## config.mk

```make
export PLATFORM = sky130hd
export DESIGN_NAME = spi_stream_rx_flat
export DESIGN_NICKNAME = d
export VERILOG_FILES = /design/src/rtl/spi_stream_rx_if.sv /design/src/rtl/spi_stream_rx.sv /design/src/flat_wrapper.sv
export SDC_FILE = /design/constraint.sdc
export NUM_CORES = 1
export LEC_CHECK = 0
export CAP_MARGIN = 20
export CORE_MARGIN = 1
export CORE_UTILIZATION = 60
export DETAILED_ROUTE_END_ITERATION = 8
export GPL_TIMING_DRIVEN = 0
export PLACE_DENSITY = 0.76
export SYNTH_ARGS = -nofsm -noshare
export SYNTH_HDL_FRONTEND = slang
export SYNTH_SLANG_ARGS = --single-unit
```

## constraint.sdc

```tcl
create_clock -name CLK_40 -period 10.3 [get_ports CLK_40]
set_clock_uncertainty 0.2 [all_clocks]
set_input_delay 2.06 -clock CLK_40 [delete_from_list [all_inputs] [get_ports CLK_40]]
set_output_delay 2.06 -clock CLK_40 [all_outputs]
set_load 0.01 [all_outputs]
```

## src/rtl/spi_stream_rx_if.sv

```systemverilog
// spi_stream_rx_if: serial input, request and word/status outputs of the SPI stream receiver
interface spi_stream_rx_if #(parameter int OUT_W = 8);
  logic bit_stb;
  logic MISO;
  logic start_req;
  logic chip_select;
  logic [OUT_W-1:0] word_data;
  logic word_valid;
  logic word_chan;
  logic frame_done;
  logic timeout_err;
  logic busy;
  modport master (
    input  bit_stb, MISO, start_req,
    output chip_select, word_data, word_valid, word_chan, frame_done, timeout_err, busy
  );
  modport slave (
    output bit_stb, MISO, start_req,
    input  chip_select, word_data, word_valid, word_chan, frame_done, timeout_err, busy
  );
endinterface

```

## src/rtl/spi_stream_rx.sv

```systemverilog
// spi_stream_rx: SPI receive sequencer; settle, tolerant header hunt with timeout, video/audio payload deserialisation
module spi_stream_rx #(
  parameter int              HDR_W       = 8,
  parameter logic [HDR_W-1:0] VIDEO_HDR  = 8'hFF,
  parameter logic [HDR_W-1:0] AUDIO_HDR  = 8'hAA,
  parameter int              MATCH_MIN   = 6,
  parameter int              OUT_W       = 8,
  parameter int              VIDEO_LEN   = 4096,
  parameter int              AUDIO_LEN   = 256,
  parameter bit              AUDIO_EN    = 1'b1,
  parameter int              SETTLE_BITS = 16,
  parameter int              HUNT_MAX    = 1024
) (
  input logic CLK_40,
  input logic reset_n,
  spi_stream_rx_if.master io
);
  localparam int LEN_MAX = VIDEO_LEN > AUDIO_LEN ? VIDEO_LEN : AUDIO_LEN;
  localparam int BW = $clog2(LEN_MAX + 1);
  localparam int HW = $clog2(HUNT_MAX + 1);
  localparam int SW = $clog2(SETTLE_BITS + 1);
  localparam int WW = $clog2(OUT_W);
  typedef enum logic [2:0] {IDLE, SETTLE, HUNT_V, HUNT_A, RX_V, RX_A, DONE, ABORT} state_t;
  state_t state, state_n;
  logic [SW-1:0] settle_cnt;
  logic [HW-1:0] hunt_cnt;
  logic [BW-1:0] bit_cnt;
  logic [WW-1:0] wcnt;
  logic [HDR_W-2:0] hdr_sr;
  logic [OUT_W-2:0] word_sr;
  logic [HDR_W-1:0] nxt_hdr;
  logic [OUT_W-1:0] nxt_word;
  logic hunting, rx, hit, word_full, last, active_n;
  function automatic int ones(input logic [HDR_W-1:0] v);
    int n;
    n = 0;
    for (int i = 0; i < HDR_W; i++) n += {31'd0, v[i]};
    return n;
  endfunction
  always_comb begin
    state_n   = state;
    nxt_hdr   = {hdr_sr, io.MISO};
    nxt_word  = {word_sr, io.MISO};
    hunting   = state == HUNT_V || state == HUNT_A;
    rx        = state == RX_V || state == RX_A;
    hit       = io.bit_stb && hunt_cnt >= HW'(HDR_W - 1) &&
                ones(~(nxt_hdr ^ (state == HUNT_A ? AUDIO_HDR : VIDEO_HDR))) >= MATCH_MIN;
    word_full = io.bit_stb && rx && wcnt == WW'(OUT_W - 1);
    last      = io.bit_stb && bit_cnt == BW'((state == RX_A ? AUDIO_LEN : VIDEO_LEN) - 1);
    case (state)
      IDLE:    state_n = io.start_req ? SETTLE : IDLE;
      SETTLE:  state_n = io.bit_stb && settle_cnt == SW'(SETTLE_BITS - 1) ? HUNT_V : SETTLE;
      HUNT_V:  state_n = hit ? RX_V : io.bit_stb && hunt_cnt == HW'(HUNT_MAX - 1) ? ABORT : HUNT_V;
      HUNT_A:  state_n = hit ? RX_A : io.bit_stb && hunt_cnt == HW'(HUNT_MAX - 1) ? ABORT : HUNT_A;
      RX_V:    state_n = last ? (AUDIO_EN ? HUNT_A : DONE) : RX_V;
      RX_A:    state_n = last ? DONE : RX_A;
      default: state_n = IDLE;
    endcase
    active_n = state_n inside {SETTLE, HUNT_V, HUNT_A, RX_V, RX_A};
  end
  always_ff @(posedge CLK_40 or negedge reset_n)
    if (!reset_n) state <= IDLE;
    else state <= state_n;
  // every state change clears the hunt and payload counters so each phase starts fresh
  always_ff @(posedge CLK_40 or negedge reset_n) begin
    if (!reset_n) begin
      settle_cnt     <= '0;
      hunt_cnt       <= '0;
      bit_cnt        <= '0;
      wcnt           <= '0;
      hdr_sr         <= '0;
      word_sr        <= '0;
      io.chip_select <= 1'b1;
      io.word_data   <= '0;
      io.word_valid  <= 1'b0;
      io.word_chan   <= 1'b0;
      io.frame_done  <= 1'b0;
      io.timeout_err <= 1'b0;
    end else begin
      settle_cnt     <= state == SETTLE ? settle_cnt + SW'(io.bit_stb) : '0;
      io.chip_select <= !active_n;
      io.frame_done  <= state_n == DONE;
      io.timeout_err <= state_n == ABORT;
      io.word_valid  <= word_full;
      if (word_full) begin
        io.word_data <= nxt_word;
        io.word_chan <= state == RX_A;
      end
      if (state_n != state) begin
        hdr_sr   <= '0;
        hunt_cnt <= '0;
        word_sr  <= '0;
        wcnt     <= '0;
        bit_cnt  <= '0;
      end else if (io.bit_stb && hunting) begin
        hdr_sr   <= nxt_hdr[HDR_W-2:0];
        hunt_cnt <= hunt_cnt + 1'b1;
      end else if (io.bit_stb && rx) begin
        word_sr <= nxt_word[OUT_W-2:0];
        wcnt    <= word_full ? '0 : wcnt + 1'b1;
        bit_cnt <= bit_cnt + 1'b1;
      end
    end
  end
  assign io.busy = state != IDLE;
endmodule
```

## src/flat_wrapper.sv

```systemverilog
// flat-port wrapper written by rule: the top's interface ports become plain ports
module spi_stream_rx_flat 
#(
  parameter int              HDR_W       = 8,
  parameter logic [HDR_W-1:0] VIDEO_HDR  = 8'hFF,
  parameter logic [HDR_W-1:0] AUDIO_HDR  = 8'hAA,
  parameter int              MATCH_MIN   = 6,
  parameter int              OUT_W       = 8,
  parameter int              VIDEO_LEN   = 4096,
  parameter int              AUDIO_LEN   = 256,
  parameter bit              AUDIO_EN    = 1'b1,
  parameter int              SETTLE_BITS = 16,
  parameter int              HUNT_MAX    = 1024
)
  (CLK_40, reset_n, io_bit_stb, io_MISO, io_start_req, io_chip_select, io_word_data, io_word_valid, io_word_chan, io_frame_done, io_timeout_err, io_busy);
  spi_stream_rx_if #(.OUT_W(OUT_W)) io_i ();
  input logic CLK_40;
  input logic reset_n;
  input wire logic [$bits(io_i.bit_stb)-1:0] io_bit_stb;
  input wire logic [$bits(io_i.MISO)-1:0] io_MISO;
  input wire logic [$bits(io_i.start_req)-1:0] io_start_req;
  output wire logic [$bits(io_i.chip_select)-1:0] io_chip_select;
  output wire logic [$bits(io_i.word_data)-1:0] io_word_data;
  output wire logic [$bits(io_i.word_valid)-1:0] io_word_valid;
  output wire logic [$bits(io_i.word_chan)-1:0] io_word_chan;
  output wire logic [$bits(io_i.frame_done)-1:0] io_frame_done;
  output wire logic [$bits(io_i.timeout_err)-1:0] io_timeout_err;
  output wire logic [$bits(io_i.busy)-1:0] io_busy;
  assign io_i.bit_stb = io_bit_stb;
  assign io_i.MISO = io_MISO;
  assign io_i.start_req = io_start_req;
  assign io_chip_select = io_i.chip_select;
  assign io_word_data = io_i.word_data;
  assign io_word_valid = io_i.word_valid;
  assign io_word_chan = io_i.word_chan;
  assign io_frame_done = io_i.frame_done;
  assign io_timeout_err = io_i.timeout_err;
  assign io_busy = io_i.busy;
  spi_stream_rx #(.HDR_W(HDR_W), .VIDEO_HDR(VIDEO_HDR), .AUDIO_HDR(AUDIO_HDR), .MATCH_MIN(MATCH_MIN), .OUT_W(OUT_W), .VIDEO_LEN(VIDEO_LEN), .AUDIO_LEN(AUDIO_LEN), .AUDIO_EN(AUDIO_EN), .SETTLE_BITS(SETTLE_BITS), .HUNT_MAX(HUNT_MAX)) u_core (.CLK_40(CLK_40), .reset_n(reset_n), .io(io_i));
endmodule
```

==> flow_metrics.tcl, run 1 <==
set metrics [dict create \
    status "completed" \
    utilization_pct 71.14 \
    cts.repair.resized 0 \
    cts_buffers 9 \
    synth_area_um2 3417 \
    stdcell_count 432 \
    path_cells "clkdlybuf4s50_1 -> xnor2_1 -> ha_1 -> inv_1 -> fa_1 -> fa_1 -> inv_1 -> fa_1 -> inv_1 -> fa_1 -> nor2_1 -> o21a_1 -> a31oi_2 -> a2111o_1 -> clkbuf_1 -> a211oi_1" \
    overflow 0 \
    synth_ff_type "dfrtp_1" \
    crit_required_ns 10.34 \
    first_pass_iters 5 \
    path_class "input pin to flip-flop" \
    share_comb_of_total_power_pct 12.0 \
    whs_path_depth 1 \
    p_clk_share_pct 42.6 \
    place_inst 416 \
    synth_area_per_cell_um2 10.51 \
    power_density_nw_per_um2 142.0 \
    clk_latency_ns 0.34 \
    crit_family "adder cells" \
    slowest_stage "fa_1" \
    diodes 0 \
    max_freq_mhz 154.1 \
    clkSlewWorstSetupHoldPaths_ns 0.07 \
    syn_to_final_growth_pct 14.65 \
    clkSinkCount 62 \
    critPathArrivalTime_ns 6.53 \
    antenna_left 0 \
    grt_max_degree 39 \
    drive_above_1_share_pct 16.39 \
    start_kind "input pin" \
    finalSetupTns_ns 0 \
    setup_viol 0 \
    core_um2 5507 \
    grt_usage_pct 25.78 \
    ios 19 \
    via_count 2577 \
    synth-seq-area-share_pct 45.44 \
    switchingPower_uw 142.8 \
    slew-limit-headroom_pct 41.02 \
    rsz0062_at_grt "no" \
    dieArea_um2 6001 \
    finalHoldViolations 0 \
    ctsHoldBuffers 0 \
    wl_per_cell_um 16.22 \
    p_int_uw 413.4 \
    netlist_instances 325 \
    cpMostUsedCell "fa_1" \
    first_global_vias 2555 \
    cp_num_cells 16 \
    die_w_um 77.47 \
    hold_ws_ns 0.3061 \
    max_stage_delay_ns 0.51 \
    die_h_um 77.47 \
    drt-initial-drc-count 140 \
    initial_core_util_pct 62.05 \
    ys_ff_latch 62 \
    synthesis.nets 343 \
    grt_pass1_wl_um 11980 \
    clockBufferDepth 2 \
    min_path_type "flip-flop to flip-flop" \
    fin_area_um2 3918 \
    worstMarginPinSlew_ns 0.8847 \
    p_leak_nw 1.634 \
    min_period_over_period_pct 63.02 \
    switching_share_pct 25.67 \
    reg2reg_depth 19 \
    maxCapViolCount 0 \
    nNetsFinal 373 \
    path_buf_inv 5 \
    port_buffers 18 \
    rows 27 \
    cts_tree "done" \
    drc_errors 0 \
    yosysWarnings 0 \
    p_seq_share_pct 45.4 \
    endpoint_kind "flip-flop" \
    synth_edf_count 0 \
    period_needed_ns 6.491 \
    synthArstFlopShare_pct 100.0 \
    synth_cell_types 46 \
    postCtsSetupBuffers 0 \
    avgViaCountPerCell 5.965 \
    ir_drop_uv 111.1 \
    dpl.hpwl_um 4888 \
    antenna_found_initial 0 \
    fill_cells 423 \
    cts_max_level 3 \
    clockRootBuffer "clkbuf_8" \
    worstPathMaxFanout 10 \
    routed_wl_um 7005 \
    slew_violations 0 \
    dpl-instance-area_um2 3702 \
    gp_congestion 0.8754 \
]
[synth_stat cells, drive strengths merged (6+ instances only)]
master / number / share of area [%]
inv: 14 / 1.5
a221oi: 16 / 6.8
nor2: 17 / 1.9
nand2: 35 / 3.8
ha: 9 / 3.3
xor2: 17 / 4.4
a21oi: 8 / 1.3
xnor2: 13 / 3.3
a211oi: 26 / 5.7
nand4: 6 / 1.1
clkbuf: 8 / 0.88
mux2: 9 / 3.0
dfrtp: 61 / 45
buf: 13 / 2.2
nand3: 22 / 3.2
[flip-flops by register name, summed over array words and instances (netlist names)]
register               flops
u_core.word_sr             7
u_core.settle_cnt          5
u_core.io.word_valid       1
u_core.io.chip_select      1
u_core.io.word_data        8
u_core.bit_cnt            13
u_core.wcnt                3
u_core.io.word_chan        1
u_core.hdr_sr              7
u_core.io.frame_done       1
u_core.io.timeout_err      1
u_core.state               3
u_core.hunt_cnt           11
[power by group through the flow]
stage	logic [mW]	registers [mW]	clock network [mW]
after floorplan	0.0462	0.256	0
after global placement	0.0646	0.257	0
after detailed placement	0.0668	0.257	0
after CTS	0.0671	0.253	0.240
after global routing	0.0753	0.253	0.250
final	0.0665	0.253	0.237
[logic make-up (layout without fill, tap and decap cells)]
| kind of cell | after synthesis | count (layout) | share of synthesized area [%] |
|---|---|---|---|
| muxes | 10 | 10 | 3.259 |
| and+or+nand+nor | 111 | 111 | 16.08 |
| AOI/OAI and AO/OA | 64 | 64 | 17.28 |
| xor gates and xnor gates | 30 | 30 | 7.689 |
| DFF | 62 | 62 | 45.44 |
| adders and majority gates | 13 | 13 | 5.639 |
| buffers and inverters | 35 | 70 | 4.614 |
[per-layer routing]
layer,track usage [%],part of all wire [%]
met1,34.14,45
met3,5.294,4.0
met5,0,0
met4,10.00,1.6
met2,41.59,49
[through the flow]
stage	setup slack (ns)	power [mW]
2_1_floorplan	4.342	0.3026
4_1_cts	3.813	0.5599
3_3_place_gp	3.480	0.3215
3_5_place_dp	3.446	0.3240
5_1_grt	3.541	0.5777
6_report	3.809	0.5562
[layout by cell type, fill, tap and decap left out, drive strengths merged, types with 4 or more instances in the layout]
| cell | count |
|---|---|
| dfrtp | 61 |
| nand2 | 35 |
| a211oi | 26 |
| nand3 | 22 |
| clkbuf | 20 |
| xor2 | 17 |
| nor2 | 17 |
| clkdlybuf4s50 | 17 |
| a221oi | 16 |
| buf | 15 |
| inv | 14 |
| xnor2 | 13 |
| mux2 | 9 |
| ha | 9 |
| a21oi | 8 |
| nand4 | 6 |
| nor2b | 5 |
| nor4 | 5 |
| nor3 | 5 |
| fa | 4 |
| o21ai | 4 |
[worst paths after layout]
check                                              startpoint                                 end  slack [ns]
min in group asynchronous                             reset_n        u_core.hdr_sr[6]$_DFFE_PN0P_        1.63
hold reg to reg            u_core.io.word_data[2]$_DFFE_PN0P_  u_core.io.word_data[2]$_DFFE_PN0P_        0.31
setup reg to reg                    u_core.state[1]$_DFF_PN0_      u_core.hunt_cnt[8]$_DFFE_PN0P_        4.61
max in group asynchronous                             reset_n       u_core.bit_cnt[7]$_DFFE_PN0P_        7.62
setup / recovery                                      io_MISO      u_core.hunt_cnt[8]$_DFFE_PN0P_        3.81
hold / removal             u_core.io.word_data[2]$_DFFE_PN0P_  u_core.io.word_data[2]$_DFFE_PN0P_        0.31
[final cells by class]
cell class | instances | area [um2] | share of cell area [%]
multi-input combinational | 228 | 1707 | 43.56
sequential | 62 | 1553 | 39.64
timing repair buffer | 19 | 195.2 | 4.982
clock buffer | 12 | 145.1 | 3.705
buffer | 21 | 105.1 | 2.683
tap | 72 | 90.09 | 2.300
clock inverter | 4 | 70.07 | 1.789
inverter | 14 | 52.55 | 1.341
No activity file was read; power rests on OpenSTA's default activity.
==> run 2, diff against run 1 <==
Clock period 10.3 ns to 6.3 ns, I/O delays scaled along.
==> results of run 2 <==
The final DEF is identical to that of run 1. Status: completed.
Among the figures that moved: setup slack after placement 3.446 ns -> 0.2465 ns; setup slack after layout 3.809 ns -> 0.6087 ns; register-to-register setup slack 4.61 ns -> 0.61 ns; total power 0.5562 mW -> 0.9094 mW; worst IR drop on VDD 111.1 uV -> 181.6 uV
==> run 3, diff against run 2 <==
Settings changed: CELL_PAD_IN_SITES_DETAIL_PLACEMENT set to 1, CELL_PAD_IN_SITES_GLOBAL_PLACEMENT set to 1, CORE_UTILIZATION 60 to 48.
==> run 3 against run 2 <==
Effect of this change: worst setup slack lost 0.15 ns; via count shrank 0.19%; fmax shrank 2.6%; global-route usage shrank 1.9 points; total power shrank 1.5%.
==> flow_metrics.tcl, run 3 (synthesis gave the netlist of run 1 again) <==
set metrics [dict create \
    die_w_um 86.38 \
    clk_latency_ns 0.35 \
    ios 19 \
    hold_ws_ns 0.3109 \
    period_needed_ns 5.841 \
    finalSetupTns_ns 0 \
    min_path_type "flip-flop to flip-flop" \
    dieArea_um2 7461 \
    via_count 2572 \
    place_inst 439 \
    final_cell_mix "dfrtp_1, nand2_1, a211oi_1" \
    power_density_nw_per_um2 228.4 \
    min_period_over_period_pct 92.71 \
    diodes 0 \
    nNetsFinal 372 \
    share_comb_of_total_power_pct 12.4 \
    routed_wl_um 8084 \
    rsz0062_at_grt "no" \
    cts_tree "done" \
    fill_cells 777 \
    p_clk_share_pct 41.5 \
    rows 30 \
    utilization_pct 57.44 \
    ctsHoldBuffers 0 \
    slew-limit-headroom_pct 46.95 \
    p_int_uw 645.5 \
    endpoint_kind "flip-flop" \
    drc_errors 0 \
    regArea_um2 1553 \
    finalHoldViolations 0 \
    reg2reg_slack_ns 0.46 \
    stdcell_count 455 \
    clkSlewWorstSetupHoldPaths_ns 0.07 \
    clkSinkCount 62 \
    core_um2 6832 \
    crit_required_ns 6.35 \
    first_global_vias 2688 \
    p_leak_nw 1.613 \
    worstPathMaxFanout 10 \
    max_flop_register "u_core.bit_cnt" \
    overflow 0 \
    gp_congestion 0.7840 \
    postCtsSetupBuffers 0 \
    switching_share_pct 27.96 \
    reg.largest.list "u_core.bit_cnt (13), u_core.hunt_cnt (11), u_core.io.word_data (8)" \
    first_pass_iters 4 \
    syn_to_final_growth_pct 14.83 \
    maxCapViolCount 0 \
    ir_drop_uv 129.5 \
    cts_max_level 3 \
    p_seq_share_pct 46.1 \
    critPathArrivalTime_ns 5.89 \
    wl_per_cell_um 17.77 \
    slew_violations 0 \
    avgViaCountPerCell 5.653 \
    switchingPower_uw 250.5 \
    grt_pass1_wl_um 13510 \
    antenna_left 0 \
    antenna_found_initial 0 \
    drt-initial-drc-count 108 \
    whs_path_depth 1 \
    grt_max_degree 63 \
    dpl.hpwl_um 5605 \
    die_h_um 86.38 \
    p_total_uw 896.0 \
    clockBufferDepth 2 \
    clockRootBuffer "clkbuf_8" \
    drive_above_1_share_pct 16.71 \
    cts.repair.resized 0 \
    multi_input_area_um2 1707 \
    cts_buffers 9 \
    port_buffers 18 \
    setup_viol 0 \
    layout_commonest_cell "dfrtp_1" \
    path_class "flip-flop to flip-flop" \
    grt_usage_pct 23.84 \
    reg2reg_depth 18 \
    max_freq_mhz 171.2 \
    largest_reg_flops 13 \
    worstMarginPinSlew_ns 0.7957 \
    initial_core_util_pct 50.02 \
    status "completed" \
    start_kind "flip-flop" \
]
[run 3: cell types whose count changed in the layout (fill, tap and decap cells not counted)]
cell	change
clkinv_2	-1
clkinvlp_4	+3
buf_12	-1
buf_4	+1
bufinv_16	-1
buf_2	-1
clkbuf_1	-2
clkbuf_8	+1
[run 3: power groups by stage]
stage | clock (mW) | sequential (mW) | combinational [mW]
2_1_floorplan | 0 | 0.419 | 0.0755
3_3_place_gp | 0 | 0.420 | 0.109
3_5_place_dp | 0 | 0.421 | 0.112
4_1_cts | 0.380 | 0.413 | 0.114
5_1_grt | 0.393 | 0.414 | 0.126
6_report | 0.372 | 0.413 | 0.111
[run 3: layer usage]
metal	vias up	track usage [%]	share of wire, %
met4	0	11.52	1.9
met3	16	3.238	2.7
met5	-	0	0
met1	1291	33.37	47
li1	1228	-	-
met2	37	36.58	48
[run 3: final timing paths]
kind	startpoint	end
max	u_core.state[1]$_DFF_PN0_	u_core.hunt_cnt[7]$_DFFE_PN0P_
min	u_core.io.word_data[7]$_DFFE_PN0P_	u_core.io.word_data[7]$_DFFE_PN0P_
max reg2reg	u_core.state[1]$_DFF_PN0_	u_core.hunt_cnt[7]$_DFFE_PN0P_
min reg2reg	u_core.io.word_data[7]$_DFFE_PN0P_	u_core.io.word_data[7]$_DFFE_PN0P_
max in group asynchronous	reset_n	u_core.settle_cnt[0]$_DFF_PN0_
min in group asynchronous	reset_n	u_core.hdr_sr[6]$_DFFE_PN0P_
[run 3: metrics by stage]
step	worst slack [ns]	instance area, um2
floorplan	1.142	3417
global placement	0.2144	3717
detailed placement	0.1177	3715
global route	0.05668	3924
finish	0.4590	3924
CTS	0.4319	3924
[run 3: layout make-up]
cell class | instances | area share, %
inverters | 14 | 1.339
repair buffers | 18 | 4.528
clock buffers | 11 | 3.858
plain buffers | 21 | 2.679
multi-input cells | 228 | 43.50
clock inverters | 5 | 1.467
well taps | 96 | 3.061
flip-flops and latches | 62 | 39.57
[run 3: critical path, cell delays in order, from the launching register on]
cell      delay (ns)
dfrtp_1         0.45
buf_2           0.25
nor2b_1         0.15
clkbuf_1        0.35
nand2_1         0.24
xnor2_1         0.21
ha_1            0.28
inv_1           0.05
fa_1            0.49
fa_1            0.52
inv_1           0.05
fa_1            0.38
inv_1           0.08
fa_1            0.43
o21ai_1         0.28
a31oi_2         0.22
a2111o_1        0.51
clkbuf_1        0.28
a211oi_1        0.32
